===== config.mk =====
export PLATFORM = sky130hd
export DESIGN_NAME = loop_fetch_sequencer
export DESIGN_NICKNAME = d
export VERILOG_FILES = /design/src/rtl/loop_fetch_sequencer.sv
export SDC_FILE = /design/constraint.sdc
export NUM_CORES = 1
export LEC_CHECK = 0
export ABC_CLOCK_PERIOD_IN_PS = 9340
export CAP_MARGIN = 0
export CELL_PAD_IN_SITES_DETAIL_PLACEMENT = 1
export CELL_PAD_IN_SITES_GLOBAL_PLACEMENT = 1
export CORE_MARGIN = 2
export CORE_UTILIZATION = 38
export CTS_CLUSTER_SIZE = 20
export DETAILED_ROUTE_END_ITERATION = 12
export PLACE_DENSITY_LB_ADDON = 0.12
export RECOVER_POWER = 25
export SETUP_SLACK_MARGIN = 0.2
export SYNTH_ARGS = -nofsm -noshare
export SYNTH_HDL_FRONTEND = slang
export SYNTH_SLANG_ARGS = --single-unit

===== constraint.sdc =====
create_clock -name clk -period 9.34 [get_ports clk]
set_input_delay 1.868 -clock clk [delete_from_list [all_inputs] [get_ports clk]]
set_output_delay 1.868 -clock clk [all_outputs]
set_load 0.01 [all_outputs]

===== src/rtl/loop_fetch_sequencer.sv =====
// IF-stage PC / instruction sequencer sitting upstream of the stream loop
// detector. It fetches from IMEM into the IF/ID register. While the detector
// holds its block signal, it replays loop-buffer instructions at the matching
// PCs. It recovers to a corrected PC on a mispredict or a detector flush.
module loop_fetch_sequencer #(
  parameter logic [31:0] RESET_PC   = 32'h0000_0000,
  parameter int          LOOP_DEPTH = 64
) (
  input  logic        clk,
  input  logic        reset,
  input  logic        stall,
  input  logic        ex_redirect,
  input  logic [31:0] ex_target,
  input  logic        mispredict,
  input  logic [31:0] correct_pc,
  input  logic        loop_block,
  input  logic [31:0] loop_new_pc,
  input  logic [31:0] loop_target_pc,
  input  logic        loop_flush,
  input  logic [31:0] loop_instruction,
  input  logic [31:0] imem_instruction,
  output logic [31:0] imem_addr,
  output logic        imem_en,
  output logic [31:0] if_id_pc,
  output logic [31:0] if_id_instruction,
  output logic        if_id_valid,
  output logic        if_id_from_loop,
  output logic [15:0] replay_count
);

  localparam logic [31:0] L_DEPTH = 32'(LOOP_DEPTH);

  typedef enum logic [1:0] {
    ST_FETCH   = 2'd0,
    ST_REPLAY  = 2'd1,
    ST_RECOVER = 2'd2
  } state_t;

  state_t      r_state;
  logic [31:0] r_pc;
  logic [31:0] r_replay_pc;
  logic [31:0] r_br_pc;
  logic [31:0] r_start_pc;
  logic [31:0] r_exit_pc;
  logic        r_imem_en;
  logic [31:0] r_if_id_pc;
  logic [31:0] r_if_id_instruction;
  logic        r_if_id_valid;
  logic        r_if_id_from_loop;
  logic [15:0] r_replay_count;

  logic [31:0] w_br_pc;
  logic [31:0] w_span_words;
  logic        w_refuse;
  logic        w_enter;
  logic        w_recover;
  logic [31:0] w_fetch_next_pc;
  logic        w_replay_wrap;
  logic [31:0] w_replay_next_pc;
  logic [15:0] w_count_inc;

  // The loop branch sits one word below the detector's fall-through PC.
  // A loop body that starts after its branch, or that holds more words than
  // the buffer, is refused and fetched normally from IMEM.
  assign w_br_pc      = loop_new_pc - 32'd4;
  assign w_span_words = (w_br_pc - loop_target_pc) >> 2;
  assign w_refuse     = (loop_target_pc > w_br_pc) || (w_span_words >= L_DEPTH);
  assign w_enter      = loop_block && !w_refuse;
  assign w_recover    = mispredict || loop_flush;

  assign w_fetch_next_pc  = ex_redirect ? ex_target : (r_pc + 32'd4);
  assign w_replay_wrap    = (r_replay_pc == r_br_pc);
  assign w_replay_next_pc = w_replay_wrap ? r_start_pc : (r_replay_pc + 32'd4);
  assign w_count_inc      = (r_replay_count == 16'hFFFF) ? r_replay_count
                                                         : (r_replay_count + 16'd1);

  // Sequencer FSM: reset, then recovery, then stall, then the per-state update.
  always_ff @(posedge clk) begin
    if (!reset) begin
      r_state             <= ST_FETCH;
      r_pc                <= RESET_PC;
      r_replay_pc         <= 32'd0;
      r_br_pc             <= 32'd0;
      r_start_pc          <= 32'd0;
      r_exit_pc           <= 32'd0;
      r_imem_en           <= 1'b1;
      r_if_id_pc          <= 32'd0;
      r_if_id_instruction <= 32'd0;
      r_if_id_valid       <= 1'b0;
      r_if_id_from_loop   <= 1'b0;
      r_replay_count      <= 16'd0;
    end else if (w_recover) begin
      // Recovery redirects even while ID is stalled.
      r_state           <= ST_RECOVER;
      r_pc              <= correct_pc;
      r_imem_en         <= 1'b1;
      r_if_id_valid     <= 1'b0;
      r_if_id_from_loop <= 1'b0;
    end else if (stall) begin
      r_state <= r_state;
    end else begin
      case (r_state)
        ST_FETCH, ST_RECOVER: begin
          if (w_enter) begin
            // Enter replay. This cycle's IMEM fetch is dropped, leaving a bubble.
            r_state        <= ST_REPLAY;
            r_br_pc        <= w_br_pc;
            r_start_pc     <= loop_target_pc;
            r_exit_pc      <= loop_new_pc;
            r_replay_pc    <= loop_target_pc;
            r_replay_count <= 16'd0;
            r_imem_en      <= 1'b0;
            r_if_id_valid  <= 1'b0;
          end else begin
            r_state             <= ST_FETCH;
            r_pc                <= w_fetch_next_pc;
            r_imem_en           <= 1'b1;
            r_if_id_pc          <= r_pc;
            r_if_id_instruction <= imem_instruction;
            r_if_id_valid       <= 1'b1;
            r_if_id_from_loop   <= 1'b0;
          end
        end
        ST_REPLAY: begin
          if (!loop_block) begin
            // The detector released the loop. Resume fetching after the branch.
            r_state           <= ST_FETCH;
            r_pc              <= r_exit_pc;
            r_imem_en         <= 1'b1;
            r_if_id_valid     <= 1'b0;
            r_if_id_from_loop <= 1'b0;
          end else begin
            r_if_id_pc          <= r_replay_pc;
            r_if_id_instruction <= loop_instruction;
            r_if_id_valid       <= 1'b1;
            r_if_id_from_loop   <= 1'b1;
            r_replay_pc         <= w_replay_next_pc;
            if (w_replay_wrap) begin
              r_replay_count <= w_count_inc;
            end else begin
              r_replay_count <= r_replay_count;
            end
          end
        end
        default: begin
          r_state       <= ST_FETCH;
          r_imem_en     <= 1'b1;
          r_if_id_valid <= 1'b0;
        end
      endcase
    end
  end

  assign imem_addr         = r_pc;
  assign imem_en           = r_imem_en;
  assign if_id_pc          = r_if_id_pc;
  assign if_id_instruction = r_if_id_instruction;
  assign if_id_valid       = r_if_id_valid;
  assign if_id_from_loop   = r_if_id_from_loop;
  assign replay_count      = r_replay_count;

endmodule

After elaboration in Yosys (flattened, before gate mapping)
Cells that the tools add are included.
{ "totals": {"elab_cells": 86, "ff_bits": 245, "input_bits": 199, "output_inout_bits": 115} }
{ "classes": {"addsub": 5, "magnitude_cmp": 2, "eq_ne": 13, "mux": 33, "bitwise_logic": 3, "reduce_logical": 17} }
{ "ops": {"columns": ["cell", "count"], "rows": [
  ["$mux W32", 12],
  ["$pmux W32 S2", 4],
  ["$add A32 B3 Y32 const B", 2],
  ["$mux W16", 4],
  ["$eq A32 B32 Y1", 1],
  ["$gt A32 B32 Y1", 1],
  ["$pmux W16 S2", 1],
  ["$sub A32 B3 Y32 const B", 1],
  ["$sub A32 B32 Y32", 1],
  ["$ge A30 B7 Y1 const B", 1],
  ["$add A16 B1 Y16 const B", 1],
  ["$eq A16 B16 Y1 const B", 1],
  ["$ne A2 B2 Y1 const B", 6],
  ["$reduce_and A5 Y1", 2],
  ["$reduce_and A4 Y1", 2],
  ["$reduce_and A7 Y1", 1],
  ["$mux W2", 3],
  ["$ne A3 B3 Y1 const B", 2],
  ["$pmux W1 S2", 3],
  ["$mux W1", 5],
  ["$pmux W2 S2", 1],
  ["$reduce_and A2 Y1", 2],
  ["$reduce_or A2 Y1", 2],
  ["$not A1 Y1", 3],
  ["other kinds (10)", 11]
]} }

Logic depth before layout (Yosys ltp)
Gate-level depths: netlist (run 1).
{ "logic_depth": {"word_depth": 10, "mapped_depth": 24, "depth_no_buf": 20} }

Least setup slack after synthesis (run 1)
OpenSTA, ideal clock, no wires.
{ "synth_timing": {"path_kind": "input to register", "start": "in loop_new_pc[8]", "end": "reg r_if_id_instruction[10] (netlist: if_id_instruction[10])", "stages": 23, "arrival_ns": 7.120, "n_path_buf": 4, "setup_time_ns": 0.089, "slack_ns": 2.131, "required_time_ns": 9.251, "cell_sequence": "or4_1 > or3_1 > or3_1 > nand2b_1 > or4_1 > clkbuf_1 > nor3_1 > xor2_1 > ha_1 > clkbuf_1 > nand2_1 > o21ai_0 > mux2_2 > a311oi_1 > o311ai_0 > o41a_1 > nand4_1 > o41ai_4 > a211oi_1 > buf_2 > buf_2 > nor2_1 > a311oi_2"} }
{ "synth_between": {"elab_chain_cells": 8, "elab_cells_between_ends": 9} }
{ "synth_lines": {"columns": ["item", "line_no", "rtl"], "rows": [
  ["start: declaration", "17", "input logic [31:0] loop_new_pc,"],
  ["$sub A32 B3 Y32 (*)", "65", "assign w_br_pc = loop_new_pc - 32'd4;"],
  ["net w_br_pc[24]", "52", "logic [31:0] w_br_pc;"],
  ["$sub A32 B32 Y32", "66", "assign w_span_words = (w_br_pc - loop_target_pc) >> 2;"],
  ["$ge A30 B7 Y1", "67", "assign w_refuse = (loop_target_pc > w_br_pc) || (w_span_words >= L_DEPTH);"],
  ["$logic_or A1 B1 Y1 (*)", "67", null],
  ["$logic_not A1 Y1 (*)", "68", "assign w_enter = loop_block && !w_refuse;"],
  ["$logic_and A1 B1 Y1 (*)", "68", null],
  ["$ne A2 B2 Y1 (no source line) (*)", null, null],
  ["$reduce_and A5 Y1 (no source line) (*)", null, null],
  ["end signal: assignment", "119", "r_if_id_instruction <= imem_instruction;"],
  ["end signal: assignment", "134", "r_if_id_instruction <= loop_instruction;"],
  ["end: declaration", "47", "logic [31:0] r_if_id_instruction;"]
]} }
The timed path passes the listed nets; every way through them passes the cells marked *.
A chain may end at the register's enable or synchronous reset.

Worst setup path in the final report (run 1)
{ "layout_timing": {"start": "in loop_new_pc[8]", "end": "reg r_if_id_instruction[30] (netlist: if_id_instruction[30])"} }
Same word-level chain as after synthesis.

==> run summary, run 1 <==
## Cells and area
• ratio of cells with drive above 1 in the final layout: 0.0758
• commonest non-fill, non-tap cell in the layout: sky130_fd_sc_hd__nand2_1
• most frequent cells in the layout: sky130_fd_sc_hd__nand2_1, sky130_fd_sc_hd__dfxtp_1, sky130_fd_sc_hd__clkdlybuf4s50_1, sky130_fd_sc_hd__a21oi_1, sky130_fd_sc_hd__nor2_1
• Antenna diodes: 0
• final instance area: 19,700 um^2
• Layout area overhead: 29.1%
• number of nets in the finished design: 2,509

## Synthesis
• mean instance size in the synthesized netlist: 7.43 um^2
• proportion of synthesized chip area in sequential cells: 0.319
• Post-Syn Area: 15,300 um^2
• Synthesis Warnings: 0
• most used flip-flop cell after synthesis: sky130_fd_sc_hd__dfxtp_1
• Post-synth ARST share: 0
• number of synthesized register bits: 243
• net count after synthesis: 2,290
• Post-Synthesis Cells: 2,056
• number of unique standard cell types used by synthesis: 77
• number of enable-type register cells in the synthesized netlist: 0

## CTS
• sinks on the clock net: 243
• CTS Hold Buffers Added: 0
• post-CTS setup repair buffer count: 0
• maximum root-to-sink buffer count: 3
• buffer cell driving the clock tree root: sky130_fd_sc_hd__clkbuf_16
• clock tree from TritonCTS: yes
• clock transition at the registers of the reported paths: 60 ps
• count of instances resized after the clock tree is built: 0
• H-tree Lvls: 1
• clock latency reported for the late side of the worst-skew pair: 570 ps
• Num CTS Buffers: 28

## Critical path
• critical path class: in2reg
• maximum fanout count along the critical path: 32
• Startpoint Class: input port
• worst endpoint required time: 9810 ps
• kind of capture point of the worst setup path: flop
• arrival time at the worst endpoint: 8890 ps

## Timing
• Final Skew: 13.1 ps
• Finish-stage setup viols: 0
• Hold Vio Cnt, Final: 0
• worst-margin pin slew: 1320 ps
• setup repair after global routing missed its margin: false
• Final Max Tran Viols: 0
• Max-slew headroom: 0.0963
• minimum clock period: 8420 ps
• Final TNS setup: 0 ps
• Max Clk Rate: 0.119 GHz
• crit share post-route: 0.902

## Place
• area post-placement: 18,800 um^2
• Final Wtd Congestion: 0.915
• placed wire-length estimate after detailed placement: 50,200 um
• count of buffers inserted at the top-level ports: 313

## Die
• area of the core: 39,700 um^2
• Die Width: 204 um
• Starting Density: 0.384
• floorplan die area: 41,800 um^2
• I/O pin count: 314
• number of cell rows: 73
• height of the die: 204 um

## Global route
• total track usage: 0.310
• wire length of the first global-routing pass: 101,000 um
• via count of the first global-routing pass: 16,700
• antenna violations before repair: 0
• largest net degree at the start of global routing: 92
• GR Overflow Total: 0

## Detailed routing
• Starting DRT DRC Count: 1,266
• via count: 16,600
• number of nets with antenna violations after detailed routing: 0
• detailed-route DRC error count: 0
• Avg Vias per Cell: 5.89
• number of search-and-repair iterations in the first detailed-routing pass: 5
• routed wire length: 66,700 um
• routed wirelength normalized by instance count: 23.7 um

## Power
• standby leakage power: 0.00712 uW
• Power, Total: 2780 uW
• Power per Cell Area: 141 nW/um^2
• peak ir drop on the vdd network: 143 uV

## Run
• maxcap violations: 0

## Worst hold path
• min-delay worst type: reg2reg

## Status
• run status: finished, final reports clean

-- state kept, by name, summed over array words and instances (netlist names), 2 cells and up --
signal             count
r_start_pc            32
r_replay_pc           32
if_id_pc              32
replay_count          16
r_exit_pc             30
imem_addr             32
r_state                2
r_br_pc               32
if_id_instruction     32
-- synthesized netlist by cell type, drive strengths merged, types with 7 or more instances --
library cell / count / area [um^2]
a21boi: 8 / 60.1
a21o: 8 / 60.1
a21oi: 203 / 1020
a22oi: 7 / 52.6
a311oi: 67 / 987
a31o: 7 / 61.3
a31oi: 30 / 188
and2: 9 / 56.3
and3: 23 / 144
buf: 39 / 233
clkbuf: 114 / 429
dfxtp: 243 / 4860
ha: 35 / 438
inv: 60 / 225
mux2i: 39 / 390
nand2: 481 / 1810
nand2b: 9 / 56.3
nand3: 83 / 415
nand4: 34 / 213
nor2: 151 / 567
nor3: 31 / 160
nor4: 16 / 100
o211ai: 29 / 218
o21a: 11 / 82.6
o21ai: 70 / 354
o21bai: 7 / 52.6
o22ai: 16 / 100
o311ai: 7 / 61.3
or3: 25 / 156
or4: 8 / 60.1
xnor2: 55 / 482
xor2: 38 / 333
-- critical path, stage by stage --
cell and delay, ps:
sky130_fd_sc_hd__clkdlybuf4s50_1 510, sky130_fd_sc_hd__or4_1 610, sky130_fd_sc_hd__or3_1 410, sky130_fd_sc_hd__or3_1 400, sky130_fd_sc_hd__nand2b_1 200, sky130_fd_sc_hd__or4_1 530, sky130_fd_sc_hd__nor3_1 220, sky130_fd_sc_hd__xor2_1 120
sky130_fd_sc_hd__ha_1 510, sky130_fd_sc_hd__nand2_1 80, sky130_fd_sc_hd__o21ai_0 480, sky130_fd_sc_hd__mux2_2 400, sky130_fd_sc_hd__a311oi_1 220, sky130_fd_sc_hd__o311ai_0 200, sky130_fd_sc_hd__o41a_1 170, sky130_fd_sc_hd__nand4_1 270
sky130_fd_sc_hd__o41ai_4 190, sky130_fd_sc_hd__a211oi_4 840, sky130_fd_sc_hd__buf_12 300, sky130_fd_sc_hd__nor2_1 80, sky130_fd_sc_hd__a311oi_2 250
-- power by group --
| part | leakage [uW] | switching, uW | internal, uW | total, uW |
|---|---|---|---|---|
| logic | 0.00466 | 281 | 227 | 507 |
| registers | 0.00197 | 34.9 | 1060 | 1100 |
| clock network | 0.000485 | 473 | 704 | 1180 |
| total | 0.00712 | 788 | 1990 | 2780 |
-- through the flow --
step / setup WS [ps] / utilization / instances / hold WS (ps)
2_1_floorplan: 2130 / - / 2056 / 427
3_3_place_gp: 618 / 0.472 / 2770 / 436
3_5_place_dp: 460 / 0.472 / 2770 / 445
4_1_cts: 1020 / 0.496 / 2820 / 452
5_1_grt: 515 / 0.496 / 2820 / 472
6_report: 915 / 0.496 / 2820 / 451
-- layer usage --
layer | part of all wire | GRT usage | vias up
li1 | - | - | 7739
met1 | 0.44 | 0.416 | 8221
met2 | 0.46 | 0.503 | 533
met3 | 0.059 | 0.0450 | 119
met4 | 0.038 | 0.116 | 0
met5 | 0 | 0 | -
-- final timing paths --
check        slack [ps]                    end  cells after the start            from
min reg2reg         450         r_start_pc[18]                      2  r_start_pc[18]
max reg2reg        5850  if_id_instruction[30]                      7      r_state[0]
max                 920  if_id_instruction[30]                     21  loop_new_pc[8]
min                 450         r_start_pc[18]                      2  r_start_pc[18]
-- area by class of cell --
cell class | instances | area [um^2]
fill | 4849 | 20000
multi-input combinational | 1600 | 9560
sequential | 243 | 4860
timing repair buffer | 342 | 3440
clock buffer | 36 | 792
tap | 525 | 657
inverter | 60 | 233
clock inverter | 14 | 170
-- cell families (layout without fill, tap and decap cells) --
| kind of cell | after synthesis | after routing | synth area share |
|---|---|---|---|
| xor+xnor | 93 | 93 | 0.0533 |
| simple gates | 898 | 898 | 0.259 |
| mux | 45 | 45 | 0.0300 |
| buf+inv | 213 | 452 | 0.0581 |
| compound gates | 529 | 529 | 0.252 |
| flops | 243 | 243 | 0.319 |
| fa+ha+maj | 35 | 35 | 0.0287 |
Note: power is estimated with default switching activity, not from simulation.
==> run 2: changes to the inputs <==
--- a/config.mk
+++ b/config.mk
@@ -5,12 +5,12 @@
 export SDC_FILE = /design/constraint.sdc
 export NUM_CORES = 1
 export LEC_CHECK = 0
-export ABC_CLOCK_PERIOD_IN_PS = 9340
+export ABC_CLOCK_PERIOD_IN_PS = 10480
 export CAP_MARGIN = 0
 export CELL_PAD_IN_SITES_DETAIL_PLACEMENT = 1
 export CELL_PAD_IN_SITES_GLOBAL_PLACEMENT = 1
 export CORE_MARGIN = 2
-export CORE_UTILIZATION = 38
+export CORE_UTILIZATION = 41
 export CTS_CLUSTER_SIZE = 20
 export DETAILED_ROUTE_END_ITERATION = 12
 export PLACE_DENSITY_LB_ADDON = 0.12
==> constraint.sdc (replaced) <==
create_clock -name clk -period 10.48 [get_ports clk]
set_input_delay 2.096 -clock clk [delete_from_list [all_inputs] [get_ports clk]]
set_output_delay 2.096 -clock clk [all_outputs]
set_load 0.01 [all_outputs]
==> run 2 against run 1 <==
Effect of this change:
- the flow now finishes with violations (capacitance limit, slew limit)
- cell area stayed put
- critical path depth decreased by 1
- worst hold slack better by 0.65 ps
- global-route usage increased by 2.6 points
- clock power rose by 3%
- clock-buffer cell count rose by 3
- sequential cell count unchanged
- routed wire length increased by 0.62%
- first-iteration DRC count shrank 10%
- setup slack better by 760 ps
- via count up 0.64%
- highest routed layer unchanged
==> run summary, run 2 (synthesized netlist as in run 1, its figures left out) <==
## Detailed routing
• via count: 16,700, +0.64%
• routed wire length: 67,100 um, +0.62%
• Starting DRT DRC Count: 1,139, -10%
• number of search-and-repair iterations in the first detailed-routing pass: 5, unchanged
• detailed-route DRC error count: 0, unchanged
• Avg Vias per Cell: 6.05, +2.6%
• number of nets with antenna violations after detailed routing: 0, unchanged
• routed wirelength normalized by instance count: 24.3 um, +2.6%

## Critical path
• arrival time at the worst endpoint: 9210 ps, +320 ps
• Startpoint Class: input port
• r2r endpoint: r_replay_pc[0]
• maximum fanout count along the critical path: 62, +94%
• launch instance of the worst register-to-register path: r_state[0]
• number of cells traversed by the worst register-to-register path: 7, unchanged
• kind of capture point of the worst setup path: flop
• r2r setup slk: 6900 ps, +1050 ps
• critical path class: in2reg
• worst endpoint required time: 10,890 ps, +1080 ps

## Place
• Final Wtd Congestion: 0.965, +5.4%
• placed wire-length estimate after detailed placement: 50,000 um, -0.25%
• count of buffers inserted at the top-level ports: 313, unchanged

## Timing
• Finish-stage setup viols: 0, unchanged
• Max Clk Rate: 0.114 GHz
• Max-slew headroom: -0.843, -0.939
• worst-margin pin slew: 2760 ps, +1440 ps
• Hold Vio Cnt, Final: 0, unchanged
• crit share post-route: 0.840
• setup repair after global routing missed its margin: false
• Final Max Tran Viols: 46, +46
• Final TNS setup: 0 ps, unchanged
• Final Skew: 17.1 ps, +4.03 ps
• minimum clock period: 8800 ps

## Die
• I/O pin count: 314, unchanged
• Starting Density: 0.417, +0.0328
• Die Width: 197 um, -3.7%
• area of the core: 36,600 um^2, -7.9%
• height of the die: 197 um, -3.7%
• number of cell rows: 70, -4.1%
• floorplan die area: 38,800 um^2, -7.2%

## Cells and area
• most frequent cells in the layout: sky130_fd_sc_hd__nand2_1, sky130_fd_sc_hd__dfxtp_1, sky130_fd_sc_hd__clkdlybuf4s50_1, sky130_fd_sc_hd__a21oi_1, sky130_fd_sc_hd__nor2_1
• number of nets in the finished design: 2,506, -0.12%
• ratio of cells with drive above 1 in the final layout: 0.0758, about the same
• commonest non-fill, non-tap cell in the layout: sky130_fd_sc_hd__nand2_1
• fill cell total of the finished layout: 4,506, -7.1%
• sequential cell area in the final layout: 4860 um^2, unchanged
• Layout area overhead: 29.1%, unchanged
• area occupied by multi-input gates: 9560 um^2, about the same

## Run
• maxcap violations: 1, +1

## Global route
• via count of the first global-routing pass: 16,800, +0.65%
• wire length of the first global-routing pass: 101,000 um, about the same
• largest net degree at the start of global routing: 122, +33%
• antenna violations before repair: 1, +1
• GR Overflow Total: 0, unchanged
• total track usage: 0.336, +0.0258

## Worst hold path
• min-delay worst type: reg2reg
• hold path startpoint: r_start_pc[24]
• capture endpoint of the worst hold path: r_start_pc[24]
• hold path cells: 2, unchanged

## CTS
• clock latency reported for the late side of the worst-skew pair: 570 ps, about the same
• H-tree Lvls: 1, unchanged
• buffer cell driving the clock tree root: sky130_fd_sc_hd__clkbuf_16
• clock tree from TritonCTS: yes
• clock transition at the registers of the reported paths: 60 ps, about the same
• maximum root-to-sink buffer count: 3, unchanged
• Num CTS Buffers: 30, +7.1%
• sinks on the clock net: 243, unchanged
• post-CTS setup repair buffer count: 0, unchanged
• count of instances resized after the clock tree is built: 0, unchanged
• CTS Hold Buffers Added: 0, unchanged

## Power
• standby leakage power: 0.00714 uW, +0.27%
• Power per Cell Area: 134 nW/um^2, -4.8%
• Power, Total: 2650 uW, -4.8%
• peak ir drop on the vdd network: 127 uV, -11%

## Status
• violations in the final reports: capacitance limit, slew limit
• run status: finished with violations

-- run 2: worst max path at each step --
| stage | startpoint | end | slack [ps] | cells after the start |
|---|---|---|---|---|
| 2_1_floorplan | loop_new_pc[8] | if_id_instruction[10] | 3040 | 23 |
| 3_5_place_dp | loop_new_pc[8] | r_replay_pc[17] | 1170 | 20 |
| 5_1_grt | loop_new_pc[8] | r_replay_pc[16] | 1290 | 20 |
| 6_report | loop_new_pc[8] | r_replay_pc[16] | 1680 | 20 |
| 3_3_place_gp | loop_new_pc[8] | r_replay_pc[17] | 1320 | 20 |
| 4_1_cts | loop_new_pc[8] | r_replay_pc[16] | 1780 | 20 |
-- run 2: layer usage --
layer  share of wire  GRT usage
met1            0.42      0.431
met2            0.46      0.544
met3           0.067     0.0619
met4           0.055      0.163
met5               0          0
-- run 2: power by group --
group / switching, uW / leakage, uW / internal, uW / total, uW
Sequential: 28.8 / 0.00197 / 946 / 975
Clock: 444 / 0.000563 / 771 / 1220
Combinational: 256 / 0.00461 / 199 / 455
-- run 2: worst max-delay path, cell delays in order --
cell                              delay (ps)
sky130_fd_sc_hd__clkdlybuf4s50_1         510
sky130_fd_sc_hd__or4_1                   600
sky130_fd_sc_hd__or3_1                   380
sky130_fd_sc_hd__or3_1                   390
sky130_fd_sc_hd__nand2b_1                180
sky130_fd_sc_hd__or4_1                   540
sky130_fd_sc_hd__nor2_1                  170
sky130_fd_sc_hd__xor2_1                  320
sky130_fd_sc_hd__ha_1                    460
sky130_fd_sc_hd__nand4_1                 240
sky130_fd_sc_hd__o221ai_1                150
sky130_fd_sc_hd__a41o_1                  270
sky130_fd_sc_hd__or4_1                   510
sky130_fd_sc_hd__nand4_1                 110
sky130_fd_sc_hd__nand4_1                 250
sky130_fd_sc_hd__nor4_1                  710
sky130_fd_sc_hd__nand2_4                 560
sky130_fd_sc_hd__buf_4                   440
sky130_fd_sc_hd__a21oi_1                 170
sky130_fd_sc_hd__o22ai_1                  80
-- run 2: layout make-up --
type / instances / share of cell area
clock inverter: 17 / 0.0156
clock buffer: 39 / 0.0433
multi-input combinational: 1600 / 0.485
inverter: 60 / 0.0118
timing repair buffer: 337 / 0.168
antenna: 1 / 0.000127
tap: 468 / 0.0297
sequential: 243 / 0.247
-- run 2: per-stage QoR --
step | setup WS (ps) | util | hold WS (ps) | cell area [um^2] | instances
6_report | 1680 | 0.539 | 452 | 19700 | 2765
5_1_grt | 1290 | 0.539 | 469 | 19700 | 2765
2_1_floorplan | 3040 | - | 427 | 15300 | 2056
3_3_place_gp | 1320 | 0.507 | 437 | 18600 | 2708
3_5_place_dp | 1170 | 0.507 | 448 | 18600 | 2708
4_1_cts | 1780 | 0.539 | 454 | 19700 | 2764
